`src/rtl/column_approx_div_pkg.sv`:
```
// Shared types and sizing helpers for the column-truncated approximate divider.
package column_approx_pkg;

    typedef enum logic [1:0] {
        IDLE = 2'd0,
        BUSY = 2'd1,
        DONE = 2'd2
    } state_e;

    // Number of restoring iterations once THETA quotient columns are dropped.
    function automatic int iter_count(input int length, input int theta);
        return length - theta;
    endfunction

    function automatic int cnt_width(input int length);
        return $clog2(length + 1);
    endfunction

endpackage

```
`src/rtl/column_approx_div_if.sv`:
```
// Operand/result valid-ready bundle for column_approx_div.
interface column_approx_div_if #(
    parameter int LENGTH = 8
);
    logic                  in_valid;
    logic                  in_ready;
    logic [2*LENGTH-1:0]   z;
    logic [LENGTH-1:0]     y;
    logic                  out_valid;
    logic                  out_ready;
    logic [LENGTH-1:0]     q;
    logic [LENGTH-1:0]     r;
    logic                  ovf;
    logic                  dbz;

    modport master (
        output in_valid, z, y, out_ready,
        input  in_ready, out_valid, q, r, ovf, dbz
    );

    modport slave (
        input  in_valid, z, y, out_ready,
        output in_ready, out_valid, q, r, ovf, dbz
    );
endinterface

```
`src/rtl/column_approx_div_step.sv`:
```
// One combinational restoring-division step: shift in a dividend bit, subtract the divisor if it fits.
module column_approx_div_step #(
    parameter int LENGTH = 8
) (
    input  logic [LENGTH-1:0] rem_i,
    input  logic [LENGTH-1:0] div_i,
    input  logic              bit_i,
    output logic [LENGTH-1:0] rem_o,
    output logic              q_bit_o
);

    logic [LENGTH:0] shifted;
    logic [LENGTH:0] diff;

    // The widened shift keeps the carry-out so the compare is exact.
    assign shifted = {rem_i, bit_i};
    assign diff    = shifted - {1'b0, div_i};
    assign q_bit_o = (shifted >= {1'b0, div_i});
    assign rem_o   = LENGTH'(q_bit_o ? diff : shifted);

endmodule

```
`src/rtl/column_approx_div.sv`:
```
// Sequential shift-subtract divider that drops THETA low quotient columns.
// Define COLUMN_APPROX_DIV_RND_EN to set the top truncated bit when the remainder is non-zero.
module column_approx_div
    import column_approx_pkg::*;
#(
    parameter int LENGTH = 8,
    parameter int THETA  = 1
) (
    input  logic               clk,
    input  logic               rst_n,
    column_approx_div_if.slave io
);

    localparam int ITERS = iter_count(LENGTH, THETA);
    localparam int CNT_W = cnt_width(LENGTH);

    state_e              state_q, state_d;
    logic [CNT_W-1:0]    cnt_q, cnt_d;
    logic [LENGTH-1:0]   rem_q, rem_d;
    logic [LENGTH-1:0]   dvd_q, dvd_d;
    logic [LENGTH-1:0]   div_q, div_d;
    logic [LENGTH-1:0]   quo_q, quo_d;
    logic [LENGTH-1:0]   q_q, q_d;
    logic [LENGTH-1:0]   r_q, r_d;
    logic                ovf_q, ovf_d;
    logic                dbz_q, dbz_d;

    logic [LENGTH-1:0]   step_rem;
    logic                step_qbit;
    logic [LENGTH-1:0]   quo_next;
    logic [LENGTH-1:0]   q_trunc;
    logic [LENGTH-1:0]   q_final;

    column_approx_div_step #(
        .LENGTH (LENGTH)
    ) u_step (
        .rem_i   (rem_q),
        .div_i   (div_q),
        .bit_i   (dvd_q[LENGTH-1]),
        .rem_o   (step_rem),
        .q_bit_o (step_qbit)
    );

    assign quo_next = LENGTH'({quo_q, step_qbit});
    assign q_trunc  = quo_next << THETA;

`ifdef COLUMN_APPROX_DIV_RND_EN
    localparam logic [LENGTH-1:0] RND_MASK =
        (THETA > 0) ? (LENGTH'(1) << ((THETA > 0) ? THETA - 1 : 0)) : '0;
    assign q_final = q_trunc | ((step_rem != '0) ? RND_MASK : '0);
`else
    assign q_final = q_trunc;
`endif

    // NOTE: every target gets its hold value first so no path leaves a latch behind.
    always_comb begin
        state_d = state_q;
        cnt_d   = cnt_q;
        rem_d   = rem_q;
        dvd_d   = dvd_q;
        div_d   = div_q;
        quo_d   = quo_q;
        q_d     = q_q;
        r_d     = r_q;
        ovf_d   = ovf_q;
        dbz_d   = dbz_q;

        case (state_q)
            IDLE: begin
                if (io.in_valid) begin
                    state_d = BUSY;
                    rem_d   = io.z[2*LENGTH-1:LENGTH];
                    dvd_d   = io.z[LENGTH-1:0];
                    div_d   = io.y;
                    quo_d   = '0;
                    cnt_d   = '0;
                end
            end

            BUSY: begin
                // The loaded remainder is the dividend's upper half, so the first
                // cycle doubles as the overflow check; later remainders are always < y.
                if ((cnt_q == '0) && (rem_q >= div_q)) begin
                    state_d = DONE;
                    q_d     = '1;
                    r_d     = '0;
                    ovf_d   = 1'b1;
                    dbz_d   = (div_q == '0);
                end else begin
                    rem_d = step_rem;
                    dvd_d = dvd_q << 1;
                    quo_d = quo_next;
                    cnt_d = cnt_q + CNT_W'(1);
                    if (cnt_q == CNT_W'(ITERS - 1)) begin
                        state_d = DONE;
                        q_d     = q_final;
                        r_d     = step_rem;
                        ovf_d   = 1'b0;
                        dbz_d   = 1'b0;
                    end
                end
            end

            DONE: begin
                if (io.out_ready) begin
                    state_d = IDLE;
                end
            end

            default: state_d = IDLE;
        endcase
    end

    // NOTE: state registers use non-blocking assignments so all of them update from the same pre-edge values.
    always_ff @(posedge clk or negedge rst_n) begin
        if (!rst_n) begin
            state_q <= IDLE;
            cnt_q   <= '0;
            rem_q   <= '0;
            dvd_q   <= '0;
            div_q   <= '0;
            quo_q   <= '0;
            q_q     <= '0;
            r_q     <= '0;
            ovf_q   <= 1'b0;
            dbz_q   <= 1'b0;
        end else begin
            state_q <= state_d;
            cnt_q   <= cnt_d;
            rem_q   <= rem_d;
            dvd_q   <= dvd_d;
            div_q   <= div_d;
            quo_q   <= quo_d;
            q_q     <= q_d;
            r_q     <= r_d;
            ovf_q   <= ovf_d;
            dbz_q   <= dbz_d;
        end
    end

    assign io.in_ready  = (state_q == IDLE);
    assign io.out_valid = (state_q == DONE);
    assign io.q         = q_q;
    assign io.r         = r_q;
    assign io.ovf       = ovf_q;
    assign io.dbz       = dbz_q;

endmodule

```
`src/flat_wrapper.sv`:
```
// flat-port wrapper written by rule: the top's interface ports become plain ports
module column_approx_div_flat import column_approx_pkg::*;
#(
    parameter int LENGTH = 8,
    parameter int THETA  = 1
)
  (clk, rst_n, io_in_valid, io_z, io_y, io_out_ready, io_in_ready, io_out_valid, io_q, io_r, io_ovf, io_dbz);
  column_approx_div_if #(.LENGTH(LENGTH)) io_i ();
  input  logic clk;
  input  logic rst_n;
  input wire logic [$bits(io_i.in_valid)-1:0] io_in_valid;
  input wire logic [$bits(io_i.z)-1:0] io_z;
  input wire logic [$bits(io_i.y)-1:0] io_y;
  input wire logic [$bits(io_i.out_ready)-1:0] io_out_ready;
  output wire logic [$bits(io_i.in_ready)-1:0] io_in_ready;
  output wire logic [$bits(io_i.out_valid)-1:0] io_out_valid;
  output wire logic [$bits(io_i.q)-1:0] io_q;
  output wire logic [$bits(io_i.r)-1:0] io_r;
  output wire logic [$bits(io_i.ovf)-1:0] io_ovf;
  output wire logic [$bits(io_i.dbz)-1:0] io_dbz;
  assign io_i.in_valid = io_in_valid;
  assign io_i.z = io_z;
  assign io_i.y = io_y;
  assign io_i.out_ready = io_out_ready;
  assign io_in_ready = io_i.in_ready;
  assign io_out_valid = io_i.out_valid;
  assign io_q = io_i.q;
  assign io_r = io_i.r;
  assign io_ovf = io_i.ovf;
  assign io_dbz = io_i.dbz;
  column_approx_div #(.LENGTH(LENGTH), .THETA(THETA)) u_core (.clk(clk), .rst_n(rst_n), .io(io_i));
endmodule
```
`config.mk`:
```
export PLATFORM = sky130hd
export DESIGN_NAME = column_approx_div_flat
export DESIGN_NICKNAME = d
export VERILOG_FILES = /design/src/rtl/column_approx_div_pkg.sv /design/src/rtl/column_approx_div_if.sv /design/src/rtl/column_approx_div_step.sv /design/src/rtl/column_approx_div.sv /design/src/flat_wrapper.sv
export SDC_FILE = /design/constraint.sdc
export NUM_CORES = 1
export LEC_CHECK = 0
export BUFFER_PORTS_ARGS = -buffer_cell sky130_fd_sc_hd__buf_2
export CAP_MARGIN = 20
export CORE_MARGIN = 1.5
export CORE_UTILIZATION = 30
export CTS_BUF_LIST = sky130_fd_sc_hd__clkbuf_16
export CTS_CLUSTER_SIZE = 25
export DETAILED_ROUTE_END_ITERATION = 16
export GPL_TIMING_DRIVEN = 0
export PLACE_DENSITY = 0.52
export SYNTH_ARGS = -nofsm -noshare
export SYNTH_HDL_FRONTEND = slang
export SYNTH_HIERARCHICAL = 1
export SYNTH_SLANG_ARGS = --single-unit
```
`constraint.sdc`:
```
create_clock -name clk -period 3 [get_ports clk]
set_input_delay 0.15 -clock clk [delete_from_list [all_inputs] [get_ports clk]]
set_output_delay 0.15 -clock clk [all_outputs]
set_load 0.02 [all_outputs]
```
=== Word-level counts from Yosys, hierarchy flattened ===
Index checks and enable logic that the tools add are counted.

* Bits in registers: 54
* Latch bits: 0
* Memory bits (writable): 0
* Bits in read-only memories: 0
* Input bits: 28
* Output and inout bits: 20
* Logic and storage cells: 56
* Memories: 0

* $add $sub $neg: 2
* Multipliers: 0
* Div/mod/pow operators: 0
* Magnitude comparators: 2
* Equal/unequal tests: 7
* Shift operators: 0
* Mux-type cells: 25
* Bitwise logic cells: 0
* Reduce and logical (&&, ||, !) cells: 10

{| class="wikitable"
|+ Operators with widths
! operator !! count
|-
| two-way mux 8 bit || 9
|-
| case mux 8 bit (2 select lines) || 2
|-
| two-way mux 6 bit || 2
|-
| case mux 6 bit (2 select lines) || 1
|-
| greater-or-equal comparator 9 x 8 -> 1 bit || 1
|-
| greater-or-equal comparator 8 bit || 1
|-
| zero test 8 bit || 1
|-
| two-way mux 2 bit || 4
|-
| two-way mux 4 bit || 2
|-
| case mux 4 bit (2 select lines) || 1
|-
| subtractor 8 bit || 1
|-
| inequality test 2 bit (second input constant) || 3
|-
| case mux 2 bit (3 select lines) || 1
|-
| AND reduction 3 bit || 2
|-
| adder 4 x 1 -> 4 bit (second input constant) || 1
|-
| == test 4 x 3 -> 1 bit (second input constant) || 1
|-
| zero test 4 bit || 1
|-
| AND reduction 2 bit || 2
|-
| nonzero test 2 bit || 2
|-
| two-way mux 1 bit || 3
|-
| inequality test 3 x 1 -> 1 bit (second input constant) || 1
|-
| == test 2 x 1 -> 1 bit (second input constant) || 1
|-
| == test 2 bit (second input constant) || 1
|-
| zero test 2 bit || 1
|-
| logical AND 1 bit || 1
|}

=== Depth between registers and ports, before layout ===
Gate-level depths: netlist (run 1).

* Word-level depth: 4
* Gate-level depth with buffers: 10
* Depth with buffers taken out: 9

=== Hierarchy ===
Netlist (run 1), hierarchy kept.

{| class="wikitable"
|+ Modules (own cells, without submodules)
! module !! instances !! cells an instance !! area an instance (um^2) !! sequential area each (um^2)
|-
| column_approx_div || 1 || 214 || 2516.2 || 1326.3
|-
| column_approx_div_step || 1 || 69 || 520.5 || 0.0
|}

=== Least setup slack after synthesis (run 1) ===
No wires, ideal clock.

* Path type: register to register
* Start point: reg u_core.div_q[0]
* End point: reg u_core.rem_q[6]
* Setup time: 123 ps
* Data arrival time: 2162 ps
* Required time: 2877 ps
* Path slack: 715 ps
* Cell stages (with the launch flop): 9
* Path buffers: 0
* Cell sequence: dfrtp_1 ha_1 fa_1 nor2b_1 o31a_1 nor4_1 a311o_1 mux2_2 o221a_1

* Cells in the longest elaborated chain, start to end: 4

{| class="wikitable"
|+ RTL lines
! item !! RTL line !! RTL
|-
| start, declared || column_approx_div.sv:21 || <nowiki>logic [LENGTH-1:0] div_q, div_d;</nowiki>
|-
| start signal, assigned || column_approx_div.sv:132 || <nowiki>div_q <= div_d;</nowiki>
|-
| subtractor 8 bit or greater-or-equal comparator 9 x 8 -> 1 bit (tied branches) || column_approx_div_step.sv:17, column_approx_div_step.sv:18 ||
|-
| two-way mux 8 bit * || column_approx_div_step.sv:19 || <nowiki>assign rem_o = LENGTH'(q_bit_o ? diff : shifted);</nowiki>
|-
| via u_core.step_rem[6] || column_approx_div.sv:28 || <nowiki>logic [LENGTH-1:0] step_rem;</nowiki>
|-
| two-way mux 8 bit * || column_approx_div.sv:83 || <nowiki>if ((cnt_q == '0) && (rem_q >= div_q)) begin</nowiki>
|-
| case mux 8 bit (2 select lines) * || column_approx_div.sv:68 || <nowiki>case (state_q)</nowiki>
|-
| end signal, assigned || column_approx_div.sv:130 || <nowiki>rem_q <= rem_d;</nowiki>
|-
| end, declared || column_approx_div.sv:19 || <nowiki>logic [LENGTH-1:0] rem_q, rem_d;</nowiki>
|}

Mark *: on every way through the listed nets, which the timed path passes. The rest lies on a longest branch. The select of a mux whose other input is x is not followed.
A chain may end at the register's enable or synchronous reset.

=== Worst setup path after layout (run 1) ===
Ends and elaborated chain as after synthesis.

==> results of run 1 <==
sequential cells by signal, indices dropped and copies added, names as in the netlist:
signal / cells
u_core/div_q: 8
u_core/dvd_q: 8
u_core/io.q: 8
u_core/io.r: 8
u_core/rem_q: 8
u_core/quo_q: 6
u_core/cnt_q: 4
u_core/state_q: 2
u_core/io.dbz: 1
layer usage:
| layer | vias up | routed length [um] | global-route usage, % |
|---|---|---|---|
| met3 | 8 | 194 | 2.39 |
| met1 | 1136 | 3400 | 19.0 |
| li1 | 1113 | - | - |
| met4 | 0 | 84 | 3.37 |
| met5 | - | 0 | 0 |
| met2 | 40 | 3500 | 23.3 |
cell usage in the layout (no fill, tap or decap), types with 2 or more instances in the layout:
cell type	instances
a41o_1	2
xnor2_1	2
nor2_1	6
or2_2	14
a22oi_1	6
clkbuf_16	5
nor4_1	3
buf_6	4
o21ai_1	2
a211oi_1	2
nand4_1	2
dfrtp_1	53
nand2_1	18
clkbuf_1	3
ha_1	19
mux2_2	13
xor2_1	2
mux2i_1	11
a22o_1	8
o221a_1	10
and3_1	2
nand3_1	5
o21a_1	2
inv_1	38
a21oi_2	3
a21o_1	4
buf_2	52
nor3_1	3
nor2b_1	3
o21ai_0	6
a21oi_1	6
o221a_2	5
worst paths after layout:
| path | start | to | slack (ns) | cells past startpoint |
|---|---|---|---|---|
| hold / removal | io_out_ready | u_core/state_q[1] | 0.04 | 2 |
| setup reg to reg | u_core/div_q[0] | u_core/rem_q[6] | 0.46 | 8 |
| setup / recovery | u_core/div_q[0] | u_core/rem_q[6] | 0.46 | 8 |
| min in group asynchronous | rst_n | u_core/div_q[5] | 0.33 | 2 |
| max in group asynchronous | rst_n | u_core/io.q[1] | 2.12 | 3 |
| hold reg to reg | u_core/io.r[7] | u_core/io.r[7] | 0.50 | 1 |
critical path, cell delays in order (launching register included):
cell and delay, ns:
dfrtp_1 0.43, ha_1 0.25, fa_1 0.42, nor2b_1 0.18, o31a_1 0.20, nor4_1 0.06
a311o_1 0.35, mux2_2 0.29, o221a_1 0.26
cell families (layout without fill, tap and decap cells):
kind of cell               count (synthesis)  after routing  synth area share [%]
and+or+nand+nor                           64             64                  11.3
muxes                                     24             24                  8.45
DFF                                       53             53                  43.7
adders and majority gates                 20             20                  8.49
xor gates and xnor gates                   4              4                  1.15
AOI/OAI and AO/OA                         66             66                  19.2
buffers and inverters                     52            109                  7.75
area by class of cell:
class                   instances  area share (%)
multi-input cells             178            40.9
flip-flops and latches         53            36.7
repair buffers                 49            7.35
well taps                     133            4.61
inverters                      38            3.95
clock buffers                   5            3.47
plain buffers                  14            2.56
clock inverters                 3           0.485
metrics by stage:
stage | hold slack, ns | instance area, sq um | utilization, % | instances
after CTS | 0.0319 | 3610 | 36.9 | 473
after detailed placement | 0.126 | 3460 | 35.4 | 464
after global placement | 0.342 | 3440 | 35.2 | 463
after global routing | 0.0509 | 3610 | 36.9 | 473
after floorplan | -0.146 | 3040 | - | 283
final | 0.0446 | 3610 | 36.9 | 473
==> results.py, run 1 <==
metrics = {
    "outcome": {
        "outcome": "finished, final reports clean",
    },
    "final_layout": {
        "diodes": 0,
        "final_layout_size_suffix_gt1_share_pct": 31.5,
        "fill_cells": 1037,
        "multi_input_area_sq_um": 1480,
        "syn_to_final_growth_pct": 18.9,
        "ff_latch_area_sq_um": 1330,
        "nets": 387,
    },
    "cts": {
        "numClockSinks": 53,
        "insertion_delay_ns": 0.29,
        "clockRootBuffer": "clkbuf_16",
        "clock_path_buffers": 2,
        "cts_hold_buf": 1,
        "ctsResizeCount": 0,
        "htreeDepth": 2,
        "post_cts_buffers": 0,
        "clk_pin_slew_ns": 0.07,
        "cts_tree": "done",
        "cts-buffers-inserted": 5,
    },
    "timing": {
        "fin_crit_sh_pct": 84.6,
        "timing.final.ws_setup_ns": 0.463,
        "final_hold_viol_count": 0,
        "clock_skew_ns": 0.00424,
        "maxSlewViolCount": 0,
        "fin_crit_ns": 2.54,
        "setup_viol": 0,
        "worstMarginPinSlew_ns": 0.593,
        "relSlewSlack_pct": 60.5,
        "finalSetupTns_ns": 0,
        "rsz0062_at_grt": "no",
        "timing.fmax_mhz": 394,
    },
    "die": {
        "start_util_pct": 31.1,
        "dieArea_sq_um": 10700,
        "placementRows": 36,
        "die_width_um": 104,
        "die_y_um": 104,
        "coreArea_sq_um": 9770,
        "pin_count": 48,
    },
    "global_routing": {
        "overflow": 0,
        "grt_pass1_wl_um": 12200,
        "grt_max_degree": 38,
        "grt_usage_pct": 14.0,
        "antenna_found_initial": 0,
        "grt_pass1_vias": 2430,
    },
    "placed_design": {
        "pre_cts_slack_ns": 0.483,
        "dp_hpwl_um": 5440,
        "gp_congestion": 0.770,
        "portBuffers": 47,
    },
    "route": {
        "drc": 0,
        "drt_iter0_drc": 92,
        "via_count": 2297,
        "routed_wl_um": 7180,
        "ant_nets": 0,
        "routed_via_density": 4.86,
        "first_pass_iters": 4,
        "wl_per_cell_um": 15.2,
    },
    "critical_path": {
        "crit_fanout": 4,
        "worst_setup_path_start_kind": "flip-flop",
        "endpoint_kind": "flip-flop",
        "crit_type": "flip-flop to flip-flop",
        "critPathArrivalTime_ns": 2.72,
        "critPathRequiredTime_ns": 3.18,
    },
    "yosys": {
        "post-synth-top-area-cell": "dfrtp_1",
        "synth_fp_nets": 331,
        "synthFlopType": "dfrtp_1",
        "synth_edf_count": 0,
        "ys_seq_area_share_pct": 43.7,
        "ys_seq_elements": 53,
        "synth.top_cell.area_share_pct": 43.7,
        "yosys-top-cells-area": "dfrtp_1 44%, ha_1 7.8%, mux2_2 4.8%",
        "syn-instance-count": 283,
        "ys_async_sr_fraction_pct": 100,
        "synth.cells.most_frequent": "53 x dfrtp_1, 38 x inv_1, 19 x ha_1",
        "yosysMostFrequentCell": "dfrtp_1",
        "synthesis.area_sq_um": 3040,
        "synth.avg_cell_area_sq_um": 10.7,
        "yosys_warnings": 6,
        "synth_cell_types": 52,
    },
    "worst_hold_path": {
        "min_path_type": "input pin to flip-flop",
    },
    "flow_run": {
        "drv_cap": 0,
    },
}
Power of run 1 is left out: the tool's default activity adds up to more than one toggle a clock period on the data nets, which glitch-free logic cannot reach.
==> run 2, diff against run 1 <==
Clock period 3 ns to 2.6 ns, I/O delays scaled along.
==> run 2 against run 1 <==
Effect of this change: die area did not move; critical endpoint is now u_core/rem_q[2]; critical path type unchanged; clock-buffer cell count did not move; register-to-register slack got worse by 0.37 ns; critical path depth did not move; non-clock buffer count did not move; hold slack got worse by 0.021 ns; utilization barely moved; first-iteration DRC count fell by 8.7%; global-route usage did not move; final cell count did not move.
==> results.py, run 2 (synthesis results as in run 1) <==
metrics = {
    "outcome": {
        "outcome": "finished, final reports clean",
    },
    "route": {
        "ant_nets": 0,
        "routed_wl_um": 7170,
        "via_count": 2311,
        "wl_per_cell_um": 15.2,
        "first_pass_iters": 4,
        "drt_iter0_drc": 84,
        "drc": 0,
        "routed_via_density": 4.89,
    },
    "flow_run": {
        "drv_cap": 0,
    },
    "die": {
        "pin_count": 48,
        "coreArea_sq_um": 9770,
        "placementRows": 36,
        "start_util_pct": 31.1,
        "die_y_um": 104,
        "dieArea_sq_um": 10700,
        "die_width_um": 104,
    },
    "final_layout": {
        "final_layout_size_suffix_gt1_share_pct": 31.8,
        "syn_to_final_growth_pct": 19.0,
        "final_cell_mix": "53 x dfrtp_1, 52 x buf_2, 38 x inv_1",
        "layout_commonest_cell": "dfrtp_1",
        "diodes": 0,
        "nets": 387,
    },
    "cts": {
        "cts-buffers-inserted": 5,
        "numClockSinks": 53,
        "clock_path_buffers": 2,
        "post_cts_buffers": 0,
        "cts_tree": "done",
        "clk_pin_slew_ns": 0.07,
        "clockRootBuffer": "clkbuf_16",
        "htreeDepth": 2,
        "insertion_delay_ns": 0.29,
    },
    "timing": {
        "fin_crit_sh_pct": 96.6,
        "clock_skew_ns": 0.00421,
        "timing.fmax_mhz": 398,
        "timing.final.ws_setup_ns": 0.0883,
        "fin_crit_ns": 2.51,
        "relSlewSlack_pct": 60.5,
        "finalSetupTns_ns": 0,
        "worstMarginPinSlew_ns": 0.593,
        "rsz0062_at_grt": "no",
        "final_hold_viol_count": 0,
        "maxSlewViolCount": 0,
        "setup_viol": 0,
    },
    "critical_path": {
        "reg2reg_from": "u_core/rem_q[5]",
        "rr_endpoint": "u_core/rem_q[2]",
        "r2r_cells": 8,
        "critPathRequiredTime_ns": 2.77,
        "critPathArrivalTime_ns": 2.69,
        "r2r_setup_slack_ns": 0.09,
        "critPathCapture": "u_core/rem_q[2]",
        "worst_setup_path_start_kind": "flip-flop",
        "endpoint_kind": "flip-flop",
        "crit_fanout": 8,
        "critPathLaunch": "u_core/rem_q[5]",
        "crit_type": "flip-flop to flip-flop",
    },
    "placed_design": {
        "pre_cts_slack_ns": 0.0833,
        "dp_hpwl_um": 5440,
        "gp_congestion": 0.770,
        "portBuffers": 47,
    },
    "global_routing": {
        "antenna_found_initial": 0,
        "overflow": 0,
        "grt_pass1_wl_um": 12200,
        "grt_max_degree": 38,
        "grt_usage_pct": 14.0,
        "grt_pass1_vias": 2430,
    },
    "worst_hold_path": {
        "min_path_type": "input pin to flip-flop",
        "worstHoldPathCells": 2,
    },
}
run 2: cell counts in the layout (fill, tap and decap cells not counted):
Identical to the previous run, type by type.
run 2: repair_timing:
item | in CTS | in global routing
endpoints found under the setup margin | 0 | 5
endpoints found under the hold margin | 16 | 0
hold buffers | 1 | 0
resized for setup | 0 | 1
run 2: layout make-up:
type / instances / area, sq um
multi-input cells: 178 / 1480
clock buffers: 5 / 125
well taps: 133 / 166
flip-flops and latches: 53 / 1330
clock inverters: 3 / 17.5
inverters: 38 / 143
repair buffers: 49 / 265
plain buffers: 14 / 92.6
fillers: 1036 / 6160
run 2: per-stage QoR:
stage          instance area [sq um]  hold WS (ns)  std cells  util, %
2_1_floorplan                   3040        -0.166        283        -
3_3_place_gp                    3440         0.322        463     35.2
3_5_place_dp                    3460         0.106        464     35.4
4_1_cts                         3610        0.0119        473     36.9
5_1_grt                         3610        0.0309        473     37.0
6_report                        3610        0.0241        473     37.0
run 2: metal layers:
metal	part of all wire, %	global-route usage [%]	wire length [um]	up-vias
met2	49	23.3	3490	46
met5	0	0	0	-
met3	3.4	2.39	242	8
met1	47	19.0	3360	1140
li1	-	-	-	1117
met4	1.1	3.37	81	0
run 2: how the worst min path moves through the flow:
stage          slack, ns          from                end
2_1_floorplan      -0.17         rst_n    u_core/cnt_q[0]
3_3_place_gp        0.32  io_out_ready  u_core/state_q[1]
3_5_place_dp        0.11         rst_n    u_core/div_q[3]
4_1_cts             0.01  io_out_ready  u_core/state_q[1]
5_1_grt             0.03  io_out_ready  u_core/state_q[1]
6_report            0.02  io_out_ready  u_core/state_q[1]
run 2: critical path, stage by stage (launching register included):
cell and delay (ns):
dfrtp_1 0.43, ha_1 0.30, buf_2 0.17, a21o_1 0.16
nand2_1 0.07, nand2_1 0.11, a41oi_4 0.42, mux2_2 0.42
o221a_2 0.29
Power of run 2 is left out for the same reason.
==> run 3, diff against run 2 <==
Settings changed: ABC_AREA set to 1, PLACE_DENSITY 0.52 to 0.51.
==> run 3 against run 2 <==
Effect of this change: synthesized cell count increased by 60%; utilization is 1.1 points lower; largest cell class unchanged; clock-buffer cell count unchanged; non-clock buffer count is 3 higher; via count grew 29%; clock skew increased by 0.0037 ns; hold slack improved by 0.046 ns; flip-flop and latch count is the same.
==> results.py, run 3 <==
metrics = {
    "outcome": {
        "outcome": "finished, final reports clean",
    },
    "global_routing": {
        "grt_pass1_wl_um": 14400,
        "overflow": 0,
        "grt_pass1_vias": 2816,
        "grt_max_degree": 33,
        "grt_usage_pct": 14.3,
        "antenna_found_initial": 0,
    },
    "power_and_ir_drop": {
        "p_sw_mw": 2.94,
        "power.share.combinational_pct": 62.7,
        "p_sw_share_pct": 50.7,
        "ir_drop_mv": 0.507,
        "clock_power_share_pct": 11.9,
        "leakage_nw": 2.31,
        "powerDensity_nw_per_um2": 1420,
        "sequentialPowerShare_pct": 25.4,
        "internal_power_mw": 2.85,
    },
    "critical_path": {
        "endpoint_kind": "flip-flop",
        "worst_setup_path_start_kind": "flip-flop",
        "crit_type": "flip-flop to flip-flop",
        "crit_fanout": 10,
        "critPathArrivalTime_ns": 2.26,
        "critPathRequiredTime_ns": 2.79,
        "r2r_cells": 13,
    },
    "route": {
        "drt_iter0_drc": 154,
        "drc": 0,
        "dr_wl_met3_um": 361,
        "wl_per_cell_um": 13.1,
        "dr.max_layer_used": "met4",
        "routed_via_density": 4.56,
        "wl_met2_um": 3910,
        "routed_wl_um": 8570,
        "wl_met1_um": 4210,
        "first_pass_iters": 4,
        "ant_nets": 0,
        "via_count": 2976,
    },
    "cts": {
        "numClockSinks": 53,
        "clock_path_buffers": 2,
        "clockRootBuffer": "clkbuf_16",
        "insertion_delay_ns": 0.29,
        "cts-buffers-inserted": 5,
        "cts_tree": "done",
        "post_cts_buffers": 0,
        "htreeDepth": 2,
        "ctsResizeCount": 0,
        "clk_pin_slew_ns": 0.08,
    },
    "placed_design": {
        "placed_cell_area_sq_um": 3910,
        "portBuffers": 47,
        "gp_congestion": 0.812,
        "dp_hpwl_um": 6590,
    },
    "timing": {
        "relSlewSlack_pct": 48.9,
        "clock_skew_ns": 0.00793,
        "worstMarginPinSlew_ns": 0.767,
        "maxSlewViolCount": 0,
        "rsz0062_at_grt": "no",
        "setup_viol": 0,
        "timing.fmax_mhz": 484,
        "fin_crit_sh_pct": 79.5,
        "final_hold_viol_count": 0,
        "fin_crit_ns": 2.07,
        "finalSetupTns_ns": 0,
    },
    "yosys": {
        "post-synth-top-area-cell": "dfrtp_1",
        "synth_fp_nets": 501,
        "synthFlopType": "dfrtp_1",
        "synth.top_cell.area_share_pct": 38.1,
        "yosys-top-cells-area": "dfrtp_1 38%, nand2_1 17%, nand3_1 8.8%",
        "synth_cell_types": 30,
        "synth.cells.most_frequent": "157 x nand2_1, 61 x nand3_1, 53 x dfrtp_1",
        "ys_seq_area_share_pct": 38.1,
        "synth.avg_cell_area_sq_um": 7.68,
        "synth_edf_count": 0,
        "ys_seq_elements": 53,
        "yosys_warnings": 6,
        "ys_async_sr_fraction_pct": 100,
        "synthesis.area_sq_um": 3480,
        "syn-instance-count": 453,
        "yosysMostFrequentCell": "nand2_1",
    },
    "final_layout": {
        "fin_util_pct": 35.8,
        "layout_commonest_cell": "nand2_1",
        "final_layout_size_suffix_gt1_share_pct": 24.9,
        "diodes": 0,
        "postLayoutCellArea_sq_um": 4070,
        "fill_cells": 1189,
        "nets": 557,
        "syn_to_final_growth_pct": 17.1,
        "final_cell_mix": "157 x nand2_1, 61 x nand3_1, 55 x buf_2",
    },
    "die": {
        "start_util_pct": 30.6,
        "coreArea_sq_um": 11400,
        "dieArea_sq_um": 12300,
        "placementRows": 39,
        "die_width_um": 111,
        "pin_count": 48,
        "die_y_um": 111,
    },
    "worst_hold_path": {
        "min_path_type": "input pin to flip-flop",
        "worstHoldPathCells": 2,
    },
    "flow_run": {
        "drv_cap": 0,
    },
}
[run 3: cell types whose count changed after synthesis, moves of 10 or more]
cell	change
nand2_1	+139
nand3_1	+56
nand2_2	+32
or2_2	-14
mux2_2	-12
mux2i_1	-11
nor2_1	+11
o221a_1	-10
[run 3: metal layers]
metal	global-route usage [%]	vias up
li1	-	1539
met1	20.8	1371
met2	22.7	62
met3	2.19	4
met4	3.16	0
met5	0	-
[run 3: cells by family (layout without fill, tap and decap cells)]
| kind of cell | count (synthesis) | count (layout) | share of synthesized area, % |
|---|---|---|---|
| XOR/XNOR | 4 | 4 | 1.01 |
| buffers and inverters | 67 | 124 | 9.35 |
| flip-flops | 53 | 53 | 38.1 |
| adder cells (fa/ha/maj) | 20 | 20 | 7.41 |
| AND/OR/NAND/NOR | 295 | 295 | 41.9 |
| multiplexers | 1 | 1 | 0.324 |
| AO/OA/AOI/OAI | 13 | 13 | 1.94 |
[run 3: timing repair]
action	in CTS	in global routing
endpoints found under the hold margin	31	0
hold buffers	1	0
setup endpoints to repair	0	0
[run 3: power groups by stage]
stage	Clock, mW	Sequential (mW)	Combinational (mW)
after floorplan	0	1.52	2.73
after global placement	0	1.48	3.59
after detailed placement	0	1.49	3.62
after CTS	0.721	1.48	3.65
after global routing	0.750	1.52	4.09
final	0.689	1.47	3.63
[run 3: path summary, 6_finish.rpt]
path / from / end / slack [ns]
max in group asynchronous: rst_n / u_core/div_q[2] / 1.53
min reg2reg: u_core/io.r[5] / u_core/io.r[5] / 0.47
min in group asynchronous: rst_n / u_core/io.q[3] / 0.46
min: io_y[0] / u_core/div_q[0] / 0.07
max reg2reg: u_core/rem_q[4] / u_core/rem_q[5] / 0.53
max: u_core/rem_q[4] / u_core/rem_q[5] / 0.53
[run 3: per-stage QoR]
step | std cells | hold slack, ns | total power [mW] | setup slack, ns
floorplan | 453 | -0.166 | 4.25 | 0.846
global placement | 643 | 0.365 | 5.07 | 0.554
detailed placement | 644 | 0.247 | 5.12 | 0.528
CTS | 653 | 0.0648 | 5.85 | 0.519
global route | 653 | 0.0697 | 6.36 | 0.327
finish | 653 | 0.0699 | 5.79 | 0.534
[run 3: final cells by class]
| class | instances | area, sq um | area share, % |
|---|---|---|---|
| Tap cell | 143 | 179 | 4.39 |
| Inverter | 50 | 188 | 4.61 |
| Clock inverter | 3 | 25.0 | 0.614 |
| Multi-Input combinational cell | 333 | 1830 | 44.9 |
| Sequential cell | 53 | 1330 | 32.6 |
| Clock buffer | 5 | 125 | 3.07 |
| Buffer | 17 | 138 | 3.38 |
| Timing Repair Buffer | 49 | 265 | 6.51 |
[run 3: worst max-delay path, cell delays in order, from the launching register on]
cell and delay, ns:
dfrtp_1 0.44, ha_1 0.39, nand2_1 0.13, inv_2 0.05
nand2_2 0.08, nor2_4 0.04, nor2_4 0.27, nand2_8 0.14
nand2_2 0.08, nand2_1 0.10, nand2_1 0.09, nand2_1 0.05
nand2_1 0.06, nand2_1 0.04
No activity file was read; power rests on OpenSTA's default activity.
